<file path="config.mk">
export PLATFORM = sky130hd
export DESIGN_NAME = instr_decode_issue
export DESIGN_NICKNAME = d
export VERILOG_FILES = /design/src/rtl/cpu_isa_pkg.sv /design/src/rtl/reg_scoreboard.sv /design/src/rtl/instr_decode_issue.sv
export SDC_FILE = /design/constraint.sdc
export NUM_CORES = 1
export LEC_CHECK = 0
export ABC_AREA = 1
export CAP_MARGIN = 10
export CORE_ASPECT_RATIO = 1.75
export CORE_MARGIN = 2
export CORE_UTILIZATION = 46
export CTS_CLUSTER_DIAMETER = 30
export DETAILED_ROUTE_END_ITERATION = 7
export GPL_ROUTABILITY_DRIVEN = 0
export PLACE_DENSITY_LB_ADDON = 0.12
export SLEW_MARGIN = 20
export SYNTH_ARGS = -nofsm -noshare
export SYNTH_HDL_FRONTEND = slang
export SYNTH_HIERARCHICAL = 1
export SYNTH_SLANG_ARGS = --single-unit
export TNS_END_PERCENT = 5
</file>
<file path="constraint.sdc">
create_clock -name clk -period 2.63 [get_ports clk]
set_clock_uncertainty 0.15 [all_clocks]
set_input_delay 0.263 -clock clk [delete_from_list [all_inputs] [get_ports clk]]
set_output_delay 0.263 -clock clk [all_outputs]
set_load 0.01 [all_outputs]
</file>
<file path="src/rtl/cpu_isa_pkg.sv">
// ISA constants shared by decode/issue and execute.
// Holds field positions, opcodes and the per-opcode register-usage decode.
package cpu_isa_pkg;

    localparam int unsigned OP_W    = 6;
    localparam int unsigned OP_MSB  = 31;
    localparam int unsigned OP_LSB  = 26;
    localparam int unsigned RD_MSB  = 25;
    localparam int unsigned RD_LSB  = 23;
    localparam int unsigned RS1_MSB = 22;
    localparam int unsigned RS1_LSB = 20;
    localparam int unsigned RS2_MSB = 19;
    localparam int unsigned RS2_LSB = 17;
    localparam int unsigned IMM_MSB = 16;
    localparam int unsigned IMM_LSB = 0;
    localparam int unsigned IMM_W   = 17;

    localparam logic [OP_W-1:0] OP_NOP   = 6'h00;
    localparam logic [OP_W-1:0] OP_ADD   = 6'h01;
    localparam logic [OP_W-1:0] OP_SUB   = 6'h02;
    localparam logic [OP_W-1:0] OP_ADDI  = 6'h03;
    localparam logic [OP_W-1:0] OP_LOAD  = 6'h04;
    localparam logic [OP_W-1:0] OP_STORE = 6'h05;
    localparam logic [OP_W-1:0] OP_BEQ   = 6'h06;
    localparam logic [OP_W-1:0] OP_HALT  = 6'h3F;

    function automatic logic is_legal(input logic [OP_W-1:0] op);
        return op inside {OP_NOP, OP_ADD, OP_SUB, OP_ADDI, OP_LOAD, OP_STORE, OP_BEQ, OP_HALT};
    endfunction

    function automatic logic uses_rs1(input logic [OP_W-1:0] op);
        return op inside {OP_ADD, OP_SUB, OP_ADDI, OP_LOAD, OP_STORE, OP_BEQ};
    endfunction

    function automatic logic uses_rs2(input logic [OP_W-1:0] op);
        return op inside {OP_ADD, OP_SUB, OP_STORE, OP_BEQ};
    endfunction

    function automatic logic writes_rd(input logic [OP_W-1:0] op);
        return op inside {OP_ADD, OP_SUB, OP_ADDI, OP_LOAD};
    endfunction

endpackage

</file>
<file path="src/rtl/reg_scoreboard.sv">
// Pending-write scoreboard: one bit per register, set on issue, cleared on writeback.
// Lookups read the registered vector only, so a clear unblocks the following cycle.
module reg_scoreboard #(
    parameter int unsigned BITS_ADDR = 3
) (
    input  logic                    clk,
    input  logic                    reset,
    input  logic                    set_en,
    input  logic [BITS_ADDR-1:0]    set_addr,
    input  logic                    clr_en,
    input  logic [BITS_ADDR-1:0]    clr_addr,
    input  logic [BITS_ADDR-1:0]    addr_a,
    input  logic [BITS_ADDR-1:0]    addr_b,
    input  logic [BITS_ADDR-1:0]    addr_c,
    output logic                    pend_a,
    output logic                    pend_b,
    output logic                    pend_c,
    output logic [2**BITS_ADDR-1:0] pending
);

    logic [2**BITS_ADDR-1:0] pending_q;
    logic [2**BITS_ADDR-1:0] pending_d;

    // Set is applied after clear so a same-register collision leaves the bit set.
    always_comb begin
        pending_d = pending_q;
        if (clr_en) pending_d[clr_addr] = 1'b0;
        if (set_en) pending_d[set_addr] = 1'b1;
    end

    always_ff @(posedge clk) begin
        if (reset) pending_q <= '0;
        else       pending_q <= pending_d;
    end

    assign pend_a  = pending_q[addr_a];
    assign pend_b  = pending_q[addr_b];
    assign pend_c  = pending_q[addr_c];
    assign pending = pending_q;

endmodule

</file>
<file path="src/rtl/instr_decode_issue.sv">
// Decode/issue stage: one-entry decode slot in front of the register file, with
// RAW/WAW stall against the pending-write scoreboard, illegal-op trap and HALT drain.
module instr_decode_issue
    import cpu_isa_pkg::*;
#(
    parameter int unsigned BITS_DATA = 32,
    parameter int unsigned BITS_ADDR = 3,
    parameter int unsigned BITS_OP   = 6
) (
    input  logic                 clk,
    input  logic                 reset,
    input  logic                 instrValid,
    output logic                 instrReady,
    input  logic [31:0]          instrWord,
    output logic                 issueValid,
    input  logic                 issueReady,
    output logic [BITS_OP-1:0]   issueOp,
    output logic [BITS_ADDR-1:0] dirrOutput1,
    output logic [BITS_ADDR-1:0] dirrOutput2,
    output logic [BITS_ADDR-1:0] dirrInput,
    output logic                 issueWrite,
    output logic [BITS_DATA-1:0] immExt,
    input  logic                 wbValid,
    input  logic [BITS_ADDR-1:0] wbDirr,
    output logic                 illegalOp,
    output logic                 halted
);

    typedef enum logic [1:0] {StEmpty, StFull, StHalted} state_e;

    state_e      state_q;
    logic [31:0] slot_q;
    logic        illegal_q;

    logic [OP_W-1:0]      op;
    logic [BITS_ADDR-1:0] rd;
    logic [BITS_ADDR-1:0] rs1;
    logic [BITS_ADDR-1:0] rs2;
    logic [IMM_W-1:0]     imm17;
    logic                 full;
    logic                 legal;
    logic                 hazard;
    logic                 issue;
    logic                 accept;
    logic                 pend_rs1;
    logic                 pend_rs2;
    logic                 pend_rd;
    logic [2**BITS_ADDR-1:0] sb;

    assign op    = slot_q[OP_MSB:OP_LSB];
    assign rd    = BITS_ADDR'(slot_q[RD_MSB:RD_LSB]);
    assign rs1   = BITS_ADDR'(slot_q[RS1_MSB:RS1_LSB]);
    assign rs2   = BITS_ADDR'(slot_q[RS2_MSB:RS2_LSB]);
    assign imm17 = slot_q[IMM_MSB:IMM_LSB];

    assign full   = (state_q == StFull);
    assign legal  = is_legal(op);
    assign hazard = (uses_rs1(op) && pend_rs1) || (uses_rs2(op) && pend_rs2)
                 || (writes_rd(op) && pend_rd);

    assign issueValid = full && legal && (op != OP_HALT) && !hazard;
    assign issue      = issueValid && issueReady;
    assign instrReady = (state_q == StEmpty) || issue;
    assign accept     = instrValid && instrReady;

    // Slot fields are only exposed while the slot holds a word.
    assign issueOp     = full ? BITS_OP'(op) : '0;
    assign dirrOutput1 = full ? rs1 : '0;
    assign dirrOutput2 = full ? rs2 : '0;
    assign dirrInput   = full ? rd : '0;
    assign issueWrite  = full && writes_rd(op);
    assign immExt      = full ? {{(BITS_DATA-IMM_W){imm17[IMM_W-1]}}, imm17} : '0;
    assign illegalOp   = illegal_q;
    assign halted      = (state_q == StHalted);

    reg_scoreboard #(
        .BITS_ADDR (BITS_ADDR)
    ) u_scoreboard (
        .clk      (clk),
        .reset    (reset),
        .set_en   (issue && writes_rd(op)),
        .set_addr (rd),
        .clr_en   (wbValid),
        .clr_addr (wbDirr),
        .addr_a   (rs1),
        .addr_b   (rs2),
        .addr_c   (rd),
        .pend_a   (pend_rs1),
        .pend_b   (pend_rs2),
        .pend_c   (pend_rd),
        .pending  (sb)
    );

    always_ff @(posedge clk) begin
        if (reset) begin
            state_q   <= StEmpty;
            slot_q    <= '0;
            illegal_q <= 1'b0;
        end else begin
            case (state_q)
                StEmpty: begin
                    if (accept) begin
                        slot_q  <= instrWord;
                        state_q <= StFull;
                    end
                end
                StFull: begin
                    if (!legal) begin
                        illegal_q <= 1'b1;
                        state_q   <= StEmpty;
                    end else if (op == OP_HALT) begin
                        // HALT drains: wait for every outstanding write to retire.
                        if (sb == '0) state_q <= StHalted;
                    end else if (issue) begin
                        if (accept) slot_q  <= instrWord;
                        else        state_q <= StEmpty;
                    end
                end
                StHalted: state_q <= StHalted;
                default:  state_q <= StEmpty;
            endcase
        end
    end

endmodule

</file>
* Yosys cells after proc, flatten, opt, wreduce, memory -nomap -nowiden
Cells that the tools add are included.
Cells by class: bitwise logic cells 4, reductions and logical operators 27, eq/ne operators 17, $lt $le $gt $ge 6, muxes and demuxes 29
Operators with widths (number):
- 2-to-1 mux 32 bit | 5
- one-hot mux 32 bit (2 select lines) | 1
- == test 6 x 3 -> 1 bit, second input constant | 3
- < comparator 3 x 4 -> 1 bit, second input constant | 4
- 2-to-1 mux 8 bit | 2
- == test 6 x 2 -> 1 bit, second input constant | 2
- logical AND 1 bit | 12
- 2-to-1 mux 2 bit | 6
- binary-select mux 1 bit (select 3 bit) | 3
- 2-to-1 mux 3 bit | 3
- bitwise AND 8 bit | 1
- zero test 8 bit | 1
- != test 4 x 3 -> 1 bit, second input constant | 2
- NOT 8 bit | 1
- OR 8 bit | 1
- AND reduction 4 bit | 2
- nonzero test 4 bit | 2
- nonzero test 8 bit | 1
- demux 1 bit (select 3 bit) | 2
- == test 6 x 1 -> 1 bit, second input constant | 1
- == test 6 bit, second input constant | 1
- >= comparator 3 x 1 -> 1 bit, second input constant | 2
- zero test 6 bit | 1
- 2-to-1 mux 6 bit | 1
- other kinds (15) | 23
Storage, ports and cells: output and inout port bits 52, word-level logic and storage cells 87, flip-flop bits (word level) 43, input bits 40

* Depth between registers and ports, before layout
Gate-level depths: netlist of run 1.
depth in word-level cells 15, mapped depth 18, gate-level depth less buffers 16

* Hierarchy
The synthesis of run 1 kept the hierarchy.
Modules (own cells, without submodules):
- instr_decode_issue | instances 1, cells each 355, area an instance 2149.6 um2, seq. area each 700.7 um2
- reg_scoreboard | instances 1, cells each 122, area an instance 644.4 um2, seq. area each 160.2 um2

* Least setup slack after synthesis of run 1
Ideal clock, no wire load.
kind register to output, start point register state_q[0], end point output port immExt[17], cell stages (with the launch flop) 7, buffers on the path 2, data arrival time 1878 ps, slack 339 ps, data required time 2217 ps, cells stage by stage dfxtp_1 -> inv_1 -> nor2_1 -> clkinv_1 -> clkbuf_1 -> nor2_1 -> buf_4
Between the ends: cells in the longest elaborated chain, start to end 2
RTL lines:
- from (decl) | line instr_decode_issue.sv:31 | state_e state_q;
- from (signal assigned) | line instr_decode_issue.sv:96 | state_q <= StEmpty;
- from (signal assigned) | line instr_decode_issue.sv:104 | state_q <= StFull;
- from (signal assigned) | line instr_decode_issue.sv:110 | state_q <= StEmpty;
- == test 2 x 1 -> 1 bit | line instr_decode_issue.sv:56 | assign full = (state_q == StFull);
- 2-to-1 mux 32 bit | line instr_decode_issue.sv:72 | assign immExt = full ? {{(BITS_DATA-IMM_W){imm17[IMM_W-1]}}, imm17} : '0;
- to (decl) | line instr_decode_issue.sv:22 | output logic [BITS_DATA-1:0] immExt,
Every way passes these cells.

* Worst setup path after layout of run 1
start point register state_q[0], end point output port immExt[15]
The elaborated chain is that of the path after synthesis.

==> results.toml, run 1 <==
[grt]
gr-usage-met2 = 0.392
grt_pass1_vias = 2718
use_met1 = 0.215
grt_max_degree = 49
busiest_layer = "met2"
grt_use_total = 0.208
grt_pass1_wl_um = 11500
grt_use_met3 = 0.0420
overflow = 0
antenna_found_initial = 0

[route]
wl_um = 6830
ant_nets = 0
drc = 0
routedWlPerCell_um = 10.9
dr.pass1.iters = 4
drtIter0Drc = 125
num_vias = 2988
vias_per_cell = 4.78

[logic_synthesis]
synth.largest_area_cell = "dfxtp_1"
synth_area_um2 = 2790
ys_ff_latch = 43
yosysTopAreaCellShare = 0.308
seq_area_frac_synth = 0.308
synth_cell_types = 24
syn_area_per_cell_um2 = 5.86
ys_warn_count = 6
ys_top_cells_by_area = "dfxtp_1, nand2_1, inv_1, nor2_1, nand3_1"
synth_nets = 517
synthCells = 477

[clocking]
ctsHoldBuffers = 0
cts_root_buf = "clkbuf_8"
cts_tree = "done"
clk_latency_ps = 310
cts_setup_buffers = 0
cts_max_level = 2
numCtsBuffers = 5
clock_path_buffers = 2
cts_num_sinks = 43
clkTransAtPathRegs_ps = 80

[worst_setup_path]
endpoint_kind = "primary output"
r2r_start = "u_scoreboard/pending[5]"
crit_buf_inv = 4
critPathLaunchType = "register"
required_ps = 2220
crit_fanout = 24
cp_cell_sequence = "inv_1, nor2_1, inv_2, buf_4, nor2_1, clkdlybuf4s50_1"
rr_worst_depth = 17
worstSetupPathType = "register to primary output"
arrival_ps = 2020
cp_common_cell = "nor2_1"
r2r-end = "slot_q[10]"
ff2ff_setup_slack_ps = 320
startpoint = "state_q[0]"
slowest_stage = "clkdlybuf4s50_1"
max_stage_delay_ps = 550
crit_end = "immExt[15]"
cpLargestDelayFamily = "buffers and inverters"
cp.depth = 6

[hold_path]
hold_path.class = "register to register"

[layout]
drive_gt1_frac = 0.0603
syn2layout_area_growth_pct = 34.3
design_area_um2 = 3750
nets = 586
fillers = 578
regArea_um2 = 863
multi_input_area_um2 = 1330
n_antenna_cell = 0

[die]
start_util = 0.475
core-area_um2 = 5880
dieArea_um2 = 6740
die_x_um = 62.9
die_y_um = 107
ioPinCount = 92
rows = 37

[timing]
finalHoldViolCount = 0
worst_slew_pin_slew_ps = 463
holdWs_ps = 329
tns_ps = 0
fmax_mhz = 411
finalMaxSlewViolations = 0
finalCritPeriodShare = 0.925
setup_violations = 0
period_minus_slack_ps = 2430
rsz0062_at_grt = "no"
slew_headroom = 0.690

[place]
io_buffers = 91
dpl.hpwl_um = 5130
place_area_um2 = 3630

[pwr]
finalPower_mw = 1.75
vdd_drop_max_mv = 0.388
p_per_area_nw_per_um2 = 466
p_leak_nw = 1.77

[flow_run]
cap_violations = 0

[status]
status = "completed"
==> stage by stage <==
step	utilization	instances	setup slack (ps)
2_1_floorplan	-	477	339
3_3_place_gp	0.617	617	271
3_5_place_dp	0.617	617	275
4_1_cts	0.638	625	38.5
5_1_grt	0.638	625	24.1
6_report	0.638	625	196
==> cell families after synthesis <==
family / Yosys count / share of synthesized area
compound gates: 49 / 0.0914
flops: 43 / 0.308
simple gates: 250 / 0.382
buf+inv: 135 / 0.219
==> registers in the layout, indices dropped and copies added (netlist names) <==
| name | cells |
|---|---|
| slot_q | 32 |
| illegalOp | 1 |
| state_q | 2 |
| u_scoreboard/pending | 8 |
==> placed cells by master, fill, tap and decap left out, types with 2 or more instances in the layout <==
master,synthesis,routed
inv_2,4,5
nand3_1,50,50
nor3_1,2,2
clkbuf_8,0,6
dfxtp_1,43,41
nor4_1,2,2
nand3_2,2,2
a21oi_1,40,40
nand2_2,1,2
nand4_1,9,9
nor2_4,2,2
o21ai_0,6,6
a21oi_2,2,2
clkdlybuf4s50_1,0,88
buf_4,15,7
inv_1,93,93
nand2_1,100,99
nor2_1,80,80
dfxtp_2,0,2
==> layout make-up <==
| type | count | area share |
|---|---|---|
| Inverter | 98 | 0.0981 |
| Tap cell | 78 | 0.0260 |
| Sequential cell | 43 | 0.230 |
| Clock buffer | 6 | 0.0220 |
| Multi-Input combinational cell | 299 | 0.353 |
| Clock inverter | 2 | 0.00934 |
| Timing Repair Buffer | 99 | 0.261 |
==> timing repair <==
| item | in CTS | in global routing |
|---|---|---|
| gates resized for setup | 3 | 2 |
| endpoints found under the setup margin | 1 | 45 |
| endpoints found under the hold margin | 0 | 0 |
==> Yosys cell counts <==
library cell and n:
inv_1 93, o21ai_0 6, a21oi_1 40, a21oi_2 2, inv_2 4, nor3b_1 1
clkinv_1 1, nand3_1 50, nor2_2 1, nor2_4 2, nand4_1 9, nand2_1 100
clkbuf_1 9, buf_6 6, nand2_2 1, buf_2 2, o21a_1 1, dfxtp_1 43
nor4_1 2, buf_4 15, nand3_2 2, buf_1 5, nor2_1 80, nor3_1 2
==> routing by layer <==
metal  part of all wire  up-vias
met4              0.026        0
met1               0.40     1315
li1                   -     1568
met3              0.056       15
met2               0.52       90
met5                  0        -
==> power breakdown <==
group | internal [mW] | switching (mW)
logic | 0.216 | 0.245
clock network | 0.307 | 0.238
registers | 0.699 | 0.0445
total | 1.22 | 0.527
==> how the worst min path moves through the flow <==
| stage | to | startpoint | cells after the start | slack [ps] |
|---|---|---|---|---|
| final | illegalOp | illegalOp | 1 | 330 |
| after global routing | slot_q[21] | instrValid | 3 | 340 |
| after detailed placement | illegalOp | illegalOp | 1 | 310 |
| after floorplan | state_q[1] | reset | 1 | 190 |
| after global placement | illegalOp | illegalOp | 1 | 300 |
| after CTS | slot_q[17] | instrValid | 3 | 320 |
Power figures use the tool's default switching activity.
==> run 2, diff against run 1 <==
--- a/config.mk
+++ b/config.mk
@@ -15,5 +15,4 @@
 export GPL_ROUTABILITY_DRIVEN = 0
 export PLACE_DENSITY_LB_ADDON = 0.12
-export SLEW_MARGIN = 20
 export SYNTH_ARGS = -nofsm -noshare
 export SYNTH_HDL_FRONTEND = slang
==> constraint.sdc (replaced) <==
create_clock -name clk -period 2.63 [get_ports clk]
set_clock_uncertainty 0.15 [all_clocks]
set_input_delay 0.6575 -clock clk [delete_from_list [all_inputs] [get_ports clk]]
set_output_delay 0.6575 -clock clk [all_outputs]
set_load 0.01 [all_outputs]
==> run 2 against run 1 <==
Via count rose by 2.0%. Wire length rose by 2.7%. Non-clock buffer count up 6. Register-to-register slack got worse by 20 ps. Total power shrank 7.1%. Count of clock-buffer cells in the layout fell by 1. Sequential power is essentially flat. Largest cell class unchanged.
==> results.toml, run 2 (synthesized netlist as in run 1, its figures left out) <==
[timing]
finalHoldViolCount = 0
period_minus_slack_ps = 2600
holdWs_ps = 331
fmax_mhz = 384
tns_ps = 0
setup_violations = 0
finalCritPeriodShare = 0.990
worst_slew_pin_slew_ps = 600
slew_headroom = 0.600
finalMaxSlewViolations = 0
rsz0062_at_grt = "yes"
finalWorstSetupSlack_ps = 26.4

[clocking]
clk_latency_ps = 300
cts_num_sinks = 43
cts_max_level = 2
ctsHoldBuffers = 0
numCtsBuffers = 5
cts_setup_buffers = 0
clkTransAtPathRegs_ps = 80
clock_path_buffers = 2
cts_tree = "done"
cts_root_buf = "clkbuf_8"

[flow_run]
cap_violations = 0

[worst_setup_path]
max_stage_delay_ps = 540
worstSetupPathType = "register to primary output"
cpLargestDelayFamily = "buffers and inverters"
crit_buf_inv = 4
slowest_stage = "clkdlybuf4s50_1"
arrival_ps = 1800
cp_cell_sequence = "inv_1, nor2_2, clkinv_1, buf_6, nor2_1, clkdlybuf4s50_1"
rr_worst_depth = 17
required_ps = 1820
cp.depth = 6
r2r_start = "slot_q[17]"
startpoint = "state_q[0]"
endpoint_kind = "primary output"
critPathLaunchType = "register"
crit_fanout = 24

[pwr]
p_switching_mw = 0.530
netSwitchingFraction = 0.326
finalPower_mw = 1.62
p_comb_frac = 0.284
p_per_area_nw_per_um2 = 424
p_leak_nw = 2.32
cellInternalPower_mw = 1.09
vdd_drop_max_mv = 0.381
pwr-share-clk = 0.259
power_frac_seq = 0.457

[layout]
final_common_cell = "nand2_1"
layout_common_cells = "nand2_1, inv_1, nor2_1"
fillers = 621
finalNonFillerCells = 631
nets = 592
design_area_um2 = 3830
largest-register = "slot_q"
utilization = 0.651
largest_register_ffs = 32
drive_gt1_frac = 0.0922
n_antenna_cell = 0
syn2layout_area_growth_pct = 37.1

[place]
place_ws_ps = -79.8
io_buffers = 91
dpl.hpwl_um = 5090
placed_cells = 623
place_area_um2 = 3680

[route]
drtIter0Drc = 116
routedWlPerCell_um = 11.1
dr.pass1.iters = 4
drc = 0
num_vias = 3047
wl_um = 7020
ant_nets = 0
vias_per_cell = 4.83

[die]
start_util = 0.475
die_y_um = 107
rows = 37
ioPinCount = 92
die_x_um = 62.9
core-area_um2 = 5880
dieArea_um2 = 6740

[grt]
grt_use_total = 0.218
grt_pass1_wl_um = 12100
grt_max_degree = 67
overflow = 0
antenna_found_initial = 0
grt_pass1_vias = 2794

[hold_path]
hold_path.class = "register to register"
hold_depth = 1
worstHoldStart = "illegalOp"

[status]
status = "completed"
run 2: cell count changes in the layout (fill, tap and decap cells not counted), sizes merged:
cell,delta
clkinvlp,+2
bufinv,-1
inv,-1
clkinv,+1
clkbuf,-1
clkdlybuf4s50,-47
dlymetal6s2s,+24
buf,+7
dlygate4sd2,+21
clkdlybuf4s15,+1
run 2: worst register-to-register path, delay by kind of cell (launching register included):
family / cells / cell delay (ps)
and+or+nand+nor: 15 / 1140
DFF: 1 / 380
buffers and inverters: 2 / 560
run 2: path summary, 6_finish.rpt:
check / endpoint / slack [ps]
worst max-delay path: immExt[5] / 30
worst min-delay path: illegalOp / 330
worst max register to register: slot_q[2] / 300
worst min register to register: illegalOp / 330
run 2: timing repair:
item                       in CTS  in global routing
pin swaps                       0                  2
setup endpoints to repair      50                 35
resized for setup              38                 33
run 2: area by class of cell:
cell class / count / area (um^2) / area share
clock inverter: 3 / 20.0 / 0.00523
inverter: 98 / 370 / 0.0967
multi-input combinational: 299 / 1340 / 0.350
sequential: 43 / 870 / 0.227
timing repair buffer: 105 / 1060 / 0.278
clock buffer: 5 / 68.8 / 0.0180
tap: 78 / 97.6 / 0.0255
run 2: power by group through the flow:
stage          logic (mW)  clock network [mW]  registers (mW)
5_1_grt             0.526               0.461           0.750
2_1_floorplan       0.304                   0           0.749
6_report            0.461               0.421           0.743
3_5_place_dp        0.475                   0           0.757
3_3_place_gp        0.467                   0           0.754
4_1_cts             0.469               0.431           0.743
run 2: per-layer routing:
layer | routed length [um] | global-route usage | up-vias
met5 | 0 | 0 | -
met4 | 167 | 0.0937 | 0
met3 | 405 | 0.0336 | 18
met2 | 3670 | 0.396 | 107
met1 | 2770 | 0.249 | 1332
li1 | - | - | 1590
